<file path="src/rtl/receiving.sv">
`timescale 1ns / 1ps
// receiving: serial receiver for 1-start / DATA_BITS-data / 1-stop character
// frames on a clock running at OVERSAMPLE x the bit rate. The line is
// synchronized, the start bit is re-checked at mid-bit, and each bit is taken
// at its centre. Completed characters are presented on data_out with a
// full / read_ack handshake and a sticky overrun flag.
//
// Optional feature macro: RX_FRAME_CHECK_EN
//   defined   - a stop sample of 0 pulses frame_err instead of completing the
//               character, then the receiver holds off until the line is high.
//   undefined - the stop sample is ignored and frame_err is tied low.
module receiving #(
    parameter int OVERSAMPLE = 16,
    parameter int DATA_BITS  = 8
) (
    input  logic                 clk,
    input  logic                 reset,
    input  logic                 r_enable,
    input  logic                 data_in,
    output logic [DATA_BITS-1:0] data_out,
    output logic                 charReceived,
    output logic                 rx_full,
    output logic                 overrun,
    output logic                 frame_err,
    input  logic                 read_ack
);

    localparam int                SCNT_W    = $clog2(OVERSAMPLE);
    localparam logic [SCNT_W-1:0] SCNT_HALF = SCNT_W'(OVERSAMPLE / 2 - 1);
    localparam logic [SCNT_W-1:0] SCNT_LAST = SCNT_W'(OVERSAMPLE - 1);
    localparam logic [3:0]        BCNT_LAST = 4'(DATA_BITS - 1);

    // BREAK_WAIT is only entered when stop-bit checking is built in.
    typedef enum logic [2:0] {
        IDLE,
        START,
        DATA,
        STOP,
        BREAK_WAIT
    } state_t;

    state_t                state;
    state_t                state_d;
    logic                  sync_meta;
    logic                  sync_in;
    logic [SCNT_W-1:0]     scnt;
    logic [SCNT_W-1:0]     scnt_d;
    logic [3:0]            bcnt;
    logic [3:0]            bcnt_d;
    logic [DATA_BITS-1:0]  sr;
    logic                  shift_en;
    logic                  stop_en;
    logic                  done_pend;
    logic                  char_ok;

    // Two-flop synchronizer; both flops idle high like the line itself.
    always_ff @(posedge clk) begin
        // NOTE: sequential state uses non-blocking assignments so every flop
        // samples the pre-edge value of its neighbours (sync_in sees the old
        // sync_meta, giving two full stages).
        if (reset) begin
            sync_meta <= 1'b1;
            sync_in   <= 1'b1;
        end else begin
            sync_meta <= data_in;
            sync_in   <= sync_meta;
        end
    end

    // FSM state register together with the sample and bit counters.
    always_ff @(posedge clk) begin
        if (reset) begin
            state <= IDLE;
            scnt  <= '0;
            bcnt  <= '0;
        end else begin
            state <= state_d;
            scnt  <= scnt_d;
            bcnt  <= bcnt_d;
        end
    end

    // Next-state, counter and strobe decode.
    always_comb begin
        // NOTE: every output of this block gets a default first; a path that
        // left one unassigned would infer a latch.
        state_d  = state;
        scnt_d   = scnt;
        bcnt_d   = bcnt;
        shift_en = 1'b0;
        stop_en  = 1'b0;

        if (!r_enable) begin
            // Disabling the receiver drops any partial frame.
            state_d = IDLE;
            scnt_d  = '0;
            bcnt_d  = '0;
        end else begin
            case (state)
                IDLE: begin
                    scnt_d = '0;
                    bcnt_d = '0;
                    if (!sync_in) begin
                        state_d = START;
                    end
                end

                START: begin
                    if (scnt == SCNT_HALF) begin
                        // Mid-start-bit: still low means a real start,
                        // high means a glitch and we quietly give up.
                        scnt_d  = '0;
                        bcnt_d  = '0;
                        state_d = sync_in ? IDLE : DATA;
                    end else begin
                        scnt_d = scnt + 1'b1;
                    end
                end

                DATA: begin
                    // Power-of-two OVERSAMPLE lets the counter wrap on its own,
                    // so it is already 0 when STOP is entered.
                    scnt_d = scnt + 1'b1;
                    if (scnt == SCNT_LAST) begin
                        shift_en = 1'b1;
                        bcnt_d   = bcnt + 1'b1;
                        if (bcnt == BCNT_LAST) begin
                            state_d = STOP;
                        end
                    end
                end

                STOP: begin
                    scnt_d = scnt + 1'b1;
                    if (scnt == SCNT_LAST) begin
                        stop_en = 1'b1;
                        scnt_d  = '0;
`ifdef RX_FRAME_CHECK_EN
                        // A low stop sample may be the start of a break; wait
                        // for the line to return high before looking again.
                        state_d = sync_in ? IDLE : BREAK_WAIT;
`else
                        state_d = IDLE;
`endif
                    end
                end

                BREAK_WAIT: begin
                    scnt_d = '0;
                    bcnt_d = '0;
                    if (sync_in) begin
                        state_d = IDLE;
                    end
                end

                default: begin
                    state_d = IDLE;
                    scnt_d  = '0;
                    bcnt_d  = '0;
                end
            endcase
        end
    end

    // Shift register: data arrives LSB first, so each bit enters at the MSB.
    always_ff @(posedge clk) begin
        // NOTE: sr is reset even though it is pure data, so the first
        // character load can never expose an unknown value.
        if (reset) begin
            sr <= '0;
        end else if (shift_en) begin
            sr <= {sync_in, sr[DATA_BITS-1:1]};
        end
    end

    // Completion is registered one edge after the stop sample.
    always_ff @(posedge clk) begin
        if (reset) begin
            done_pend <= 1'b0;
        end else begin
            done_pend <= stop_en;
        end
    end

`ifdef RX_FRAME_CHECK_EN
    logic stop_bit;

    // Captured stop-bit value, consumed on the completion edge.
    always_ff @(posedge clk) begin
        if (reset) begin
            stop_bit <= 1'b1;
        end else if (stop_en) begin
            stop_bit <= sync_in;
        end
    end

    assign char_ok = stop_bit;

    // One-cycle framing-error pulse on a low stop sample.
    always_ff @(posedge clk) begin
        if (reset) begin
            frame_err <= 1'b0;
        end else begin
            frame_err <= done_pend && !stop_bit;
        end
    end
`else
    assign char_ok   = 1'b1;
    assign frame_err = 1'b0;
`endif

    // Processor-side holding register, handshake and overrun tracking.
    always_ff @(posedge clk) begin
        if (reset) begin
            data_out     <= '0;
            charReceived <= 1'b0;
            rx_full      <= 1'b0;
            overrun      <= 1'b0;
        end else begin
            charReceived <= 1'b0;
            if (read_ack) begin
                rx_full <= 1'b0;
                overrun <= 1'b0;
            end
            // Placed after the acknowledge so a coinciding completion wins.
            if (done_pend && char_ok) begin
                data_out     <= sr;
                charReceived <= 1'b1;
                rx_full      <= 1'b1;
                if (rx_full && !read_ack) begin
                    overrun <= 1'b1;
                end
            end
        end
    end

endmodule

</file>
<file path="config.mk">
export PLATFORM = sky130hd
export DESIGN_NAME = receiving
export DESIGN_NICKNAME = d
export VERILOG_FILES = /design/src/rtl/receiving.sv
export SDC_FILE = /design/constraint.sdc
export NUM_CORES = 1
export LEC_CHECK = 0
export ABC_AREA = 0
export BUFFER_PORTS_ARGS = -buffer_cell sky130_fd_sc_hd__buf_4
export CAP_MARGIN = 15
export CORE_MARGIN = 5
export CORE_UTILIZATION = 30
export CTS_CLUSTER_SIZE = 25
export DETAILED_ROUTE_END_ITERATION = 6
export REMOVE_ABC_BUFFERS = 1
export SYNTH_ARGS = -nofsm -noshare
export SYNTH_HDL_FRONTEND = slang
export SYNTH_SLANG_ARGS = --single-unit
</file>
<file path="constraint.sdc">
create_clock -name clk -period 2.5 [get_ports clk]
set_clock_uncertainty 0.05 [all_clocks]
set_input_delay 0.125 -clock clk [delete_from_list [all_inputs] [get_ports clk]]
set_output_delay 0.125 -clock clk [all_outputs]
set_load 0.05 [all_outputs]
</file>
After elaboration in Yosys (flattened, before gate mapping)
Index checks and enable logic that the tools add are counted.

Bits in registers: 33. Bits in latches: 0. Bits in writable memories: 0. Bits in read-only memories: 0. Bits of input ports: 5. Output and inout bits: 12. Memories: 0.

$add $sub $neg: 2. Multipliers: 0. Div/mod/pow operators: 0. $lt $le $gt $ge: 0. Eq/ne operators: 13. Shift-type cells: 0. Mux-type cells: 23. Bitwise logic cells: 2. Reduce and logical (&&, ||, !) cells: 8.

Operator list (number): $pmux W4 S3 (2); $mux W3 (6); $mux W4 (4); $pmux W3 S5 (1); $ne A2 B2 Y1 const B (6); $mux W1 (9); $add A4 B1 Y4 const B (2); $eq A4 B3 Y1 const B (2); $eq A3 B2 Y1 const B (2); $reduce_and A6 Y1 (1); $eq A4 B4 Y1 const B (1); $eq A3 B1 Y1 const B (1); $eq A3 B3 Y1 const B (1); $logic_not A3 Y1 (1); $reduce_and A3 Y1 (1); $reduce_or A3 Y1 (1); $mux W2 (1); $not A1 Y1 (2); $reduce_bool A2 Y1 (1); $reduce_or A2 Y1 (1); $logic_and A1 B1 Y1 (1); $logic_not A1 Y1 (1).

Depth between registers and ports, before layout
Word-level depth: 4. Mapped depth: 6. Mapped depth without buffers: 4.

Least setup slack after synthesis
OpenSTA, ideal clock, no wires.

Kind: reg-to-reg. Start point: register scnt[0]. End point: register bcnt[3]. Setup time: 0.086 ns. Data arrival time: 1.323 ns. Required time: 2.364 ns. Path slack: 1.041 ns. Cell stages (with the launch flop): 6. Buffers on the path: 1. Period minus slack after synthesis: 1.459 ns. Path through: dfxtp_1 > ha_1 > buf_2 > nand4b_2 > or3_1 > a211oi_1.

Longest elaborated chain between the ends: 3. Elaborated cells on any way between the ends: 5. Those cells by class: 4 x eq/ne; 1 x reduce/logical.

RTL lines: from (decl) (RTL line 46) `logic [SCNT_W-1:0] scnt;`; from (signal assigned) (RTL line 78) `scnt <= scnt_d;`; $eq A4 B4 Y1 or $eq A4 B3 Y1 (tied branches) (RTL line 124, 109); $ne A2 B2 Y1 (no line); $reduce_and A3 Y1 (no line) (*); to (signal assigned) (RTL line 79) `bcnt <= bcnt_d;`; to (decl) (RTL line 48) `logic [3:0] bcnt;`.

Every way passes the cells marked *; elsewhere a longest branch is shown, timed or not. A chain may end at the register's enable or synchronous reset.

Worst setup path in the final report
Ends and elaborated chain as after synthesis.

==> Flow_metrics.wiki <==
{| class="wikitable"
! Metric !! Value
|-
| Die span in y || 75.4 um
|-
| Number of core rows || 23
|-
| Number of filler cells placed in the layout || 442
|-
| Area growth, synth to finish || 19.8%
|-
| Max_cap viols || 0
|-
| All-Layer GR Usage || 0.102
|-
| PnR Total Power || 1.02 mW
|-
| Kind of launch point of the worst setup path || flip-flop
|-
| Top achievable clock speed || 636 MHz
|-
| Proportion of synthesized flip-flops having asynchronous set or reset || 0
|-
| Number of DRC markers after the initial detailed-route iteration || 51
|-
| Max rail drop VDD || 0.317 mV
|-
| Path depth of the worst reg2reg path || 4
|-
| Standard cell with the maximum stage delay on the critical path || or3_1
|-
| Number of instances on the worst hold path || 2
|-
| Total number of H-tree levels || 2
|-
| Data required time at the worst endpoint || 2640 ps
|-
| Total I/O pin count || 17
|-
| End-of-flow core utilization || 0.376
|-
| Final count of negative-setup-slack endpoints || 0
|-
| Power Density || 662 nW/um2
|-
| Clock tree from TritonCTS || done
|-
| Post-DP Area || 1410 um2
|-
| R2R Path End || bcnt[3]$_SDFFE_PP0P_
|-
| Vias in the first global route || 980
|-
| Post-Route Setup TNS || 0 ps
|-
| Synthesized area divided by synthesized cell count || 9.10 um2
|-
| Ratio of final minimum period to clock period || 0.629
|-
| Average vias per placed instance || 4.87
|-
| Library cells used by synthesis || 32
|-
| Critical Setup Path Class || flip-flop to flip-flop
|-
| Reg-to-reg setup timing slack || 930 ps
|-
| Cell leakage power || 0.570 nW
|-
| Antenna diode count || 0
|-
| Crit path max fanout || 7
|-
| Post-route antenna net violation count || 0
|-
| Global-route wire length before repair || 4.23 mm
|-
| Portion of synthesized cell area occupied by the leading cell type || 0.500
|-
| Residual overflow from global routing || 0
|-
| Run status || complete, no violations
|-
| Worst slew margin relative to its limit || 0.635
|-
| Count of synthesis-stage warnings from yosys || 0
|-
| Number of resized instances in the post-cts repair step || 0
|-
| Final non-filler cell area || 1540 um2
|-
| Endpoint of the worst hold-timing path || data_out[1]$_SDFFE_PP0P_
|-
| Final wirelength || 2.46 mm
|-
| Cell with the most instances after synthesis || dfxtp_1
|-
| Startpoint of the lowest-slack hold path || reset
|-
| Share of cells above drive strength 1 || 0.167
|-
| Largest net degree at the start of global routing || 24
|-
| Die Wd || 75.4 um
|-
| Wire length per cell after detailed routing || 11.9 um
|-
| Insertion delay to the later sink of the worst-skew pair || 280 ps
|-
| CTS clk-pin slew, worst paths || 60 ps
|-
| Post-DP HPWL || 1.72 mm
|-
| Number of antenna violations at the first check in global routing || 0
|-
| Hold Vio Cnt, Final || 0
|-
| Root buf cell || clkbuf_8
|-
| Bufs and invs on worst path || 0
|-
| Final Wtd Congestion || 0.742
|-
| Setup repair bufs after CTS || 0
|-
| Overall via count from detail_route || 1004
|-
| Wire length on met2 || 1.20 mm
|-
| Fraction of the yosys area taken by sequential cells || 0.500
|-
| Syn Std Cell Area || 1280 um2
|-
| Syn Inst Count || 141
|-
| Port bufs || 15
|-
| Met1 layer wirelength in the final routing || 1.06 mm
|-
| Worst path top cell family by delay || simple AND/OR/NAND/NOR gates
|-
| Min-Delay Path Class || input port to flip-flop
|-
| RSZ-0062 raised after global routing || false
|-
| Clock buffer count from CTS || 5
|-
| Initial Utilization || 0.314
|-
| Startpoint of the lowest-slack register-to-register path || scnt[0]$_SDFF_PP0_
|-
| Floorplan die area || 5680 um2
|-
| Commonest cells post-synth || dfxtp_1, nor2_1, a21oi_1, nand3_1, o21ai_0
|-
| Library cell with the largest summed area after synthesis || dfxtp_1
|-
| Actual transition at the worst max-transition pin || 546 ps
|-
| Longest individual stage delay on the worst path || 370 ps
|-
| Total count of max-transition violations in the final report || 0
|-
| Post-route DRC || 0
|-
| Clk sinks || 32
|-
| Floorplan core area || 4090 um2
|-
| Register bit count reported by yosys || 32
|-
| Highest Signal Layer || met4
|-
| DR pass1 iterations || 4
|-
| Crit path capture type || flip-flop
|-
| Nets || 162
|-
| Hold Worst Slack || 123 ps
|-
| Predominant post-synthesis flop cell || dfxtp_1
|-
| Min cycle time layout || 1570 ps
|-
| Post-synth EDFFs || 0
|-
| Max Buffers Root-to-Sink || 2
|-
| Met3 wire length || 171 um
|-
| Data arrival, critical path || 1720 ps
|-
| Dominant cells by area after synthesis || dfxtp_1, mux2i_1, a21oi_1
|-
| Crit path cell chain || ha_1, nand4b_2, or3_1, a211oi_1
|}
[per-stage QoR]
stage,cells,setup WS [ps]
6_report,206,927
5_1_grt,206,764
4_1_cts,206,906
3_5_place_dp,196,930
3_3_place_gp,196,972
2_1_floorplan,131,1040
[logic make-up (layout without fill, tap and decap cells)]
group | Yosys count | count (layout) | synth area share
muxes | 9 | 9 | 0.0702
adders and majority gates | 2 | 2 | 0.0195
AOI/OAI and AO/OA | 30 | 30 | 0.132
xor gates and xnor gates | 3 | 3 | 0.0205
and+or+nand+nor | 50 | 50 | 0.206
DFF | 32 | 32 | 0.500
other | 1 | 1 | 0.00292
buffers and inverters | 14 | 29 | 0.0498
[state kept, by name (all words and copies together), names as in the netlist]
register	count
rx_full	1
state	2
charReceived	1
bcnt	4
scnt	4
sync_in	1
overrun	1
sr	8
data_out	8
sync_meta	1
done_pend	1
[routing by layer]
metal | vias to the layer above | global-route usage
met5 | - | 0
met4 | 0 | 0.0563
met3 | 4 | 0.0567
met2 | 21 | 0.164
met1 | 465 | 0.106
li1 | 514 | -
[worst reg2reg max path, delay by kind of cell, from the launching register on]
kind,cells,cell delay [ps]
DFF,1,350
and+or+nand+nor,2,560
AOI/OAI and AO/OA,1,230
adders and majority gates,1,300
[final cells by class]
| type | instances | area (um2) | area share |
|---|---|---|---|
| multi-input cells | 95 | 578 | 0.376 |
| clock inverters | 2 | 35.0 | 0.0228 |
| clock buffers | 6 | 72.6 | 0.0472 |
| inverters | 4 | 15.0 | 0.00977 |
| well taps | 50 | 62.6 | 0.0407 |
| repair buffers | 17 | 133 | 0.0863 |
| flip-flops and latches | 32 | 641 | 0.417 |
[cell usage in the layout (no fill, tap or decap), drive strengths merged, types with 2 or more instances in the layout]
cell type,instances
o21ai,12
nand3,12
dlygate4sd3,2
mux2i,9
dfxtp,32
nor2,16
nor3,2
nand2,3
nand4,2
or2,2
nand4b,2
clkbuf,6
inv,4
or3,2
a21oi,12
nor2b,3
a211oi,2
nand2b,2
xnor2,2
ha,2
buf,15
[power breakdown]
part	internal, mW	leakage (nW)	total, mW	switching (mW)
Sequential	0.512	0.258	0.514	0.00176
Combinational	0.00993	0.257	0.0279	0.0180
Clock	0.295	0.0552	0.476	0.181
Total	0.817	0.570	1.02	0.201
[what timing repair did]
item                       in CTS  in global routing
hold buffers                    2                  0
hold endpoints to repair        2                  0
setup endpoints to repair       0                  0
[worst max path at each step]
stage | start | to | slack (ps) | depth (start not counted)
detailed placement | scnt[0]$_SDFF_PP0_ | bcnt[3]$_SDFFE_PP0P_ | 930 | 4
CTS | scnt[0]$_SDFF_PP0_ | bcnt[3]$_SDFFE_PP0P_ | 910 | 4
finish | scnt[0]$_SDFF_PP0_ | bcnt[3]$_SDFFE_PP0P_ | 930 | 4
global route | scnt[0]$_SDFF_PP0_ | bcnt[3]$_SDFFE_PP0P_ | 760 | 4
global placement | scnt[0]$_SDFF_PP0_ | bcnt[3]$_SDFFE_PP0P_ | 970 | 4
floorplan | scnt[0]$_SDFF_PP0_ | bcnt[3]$_SDFFE_PP0P_ | 1040 | 4
No activity file was read; power rests on OpenSTA's default activity.
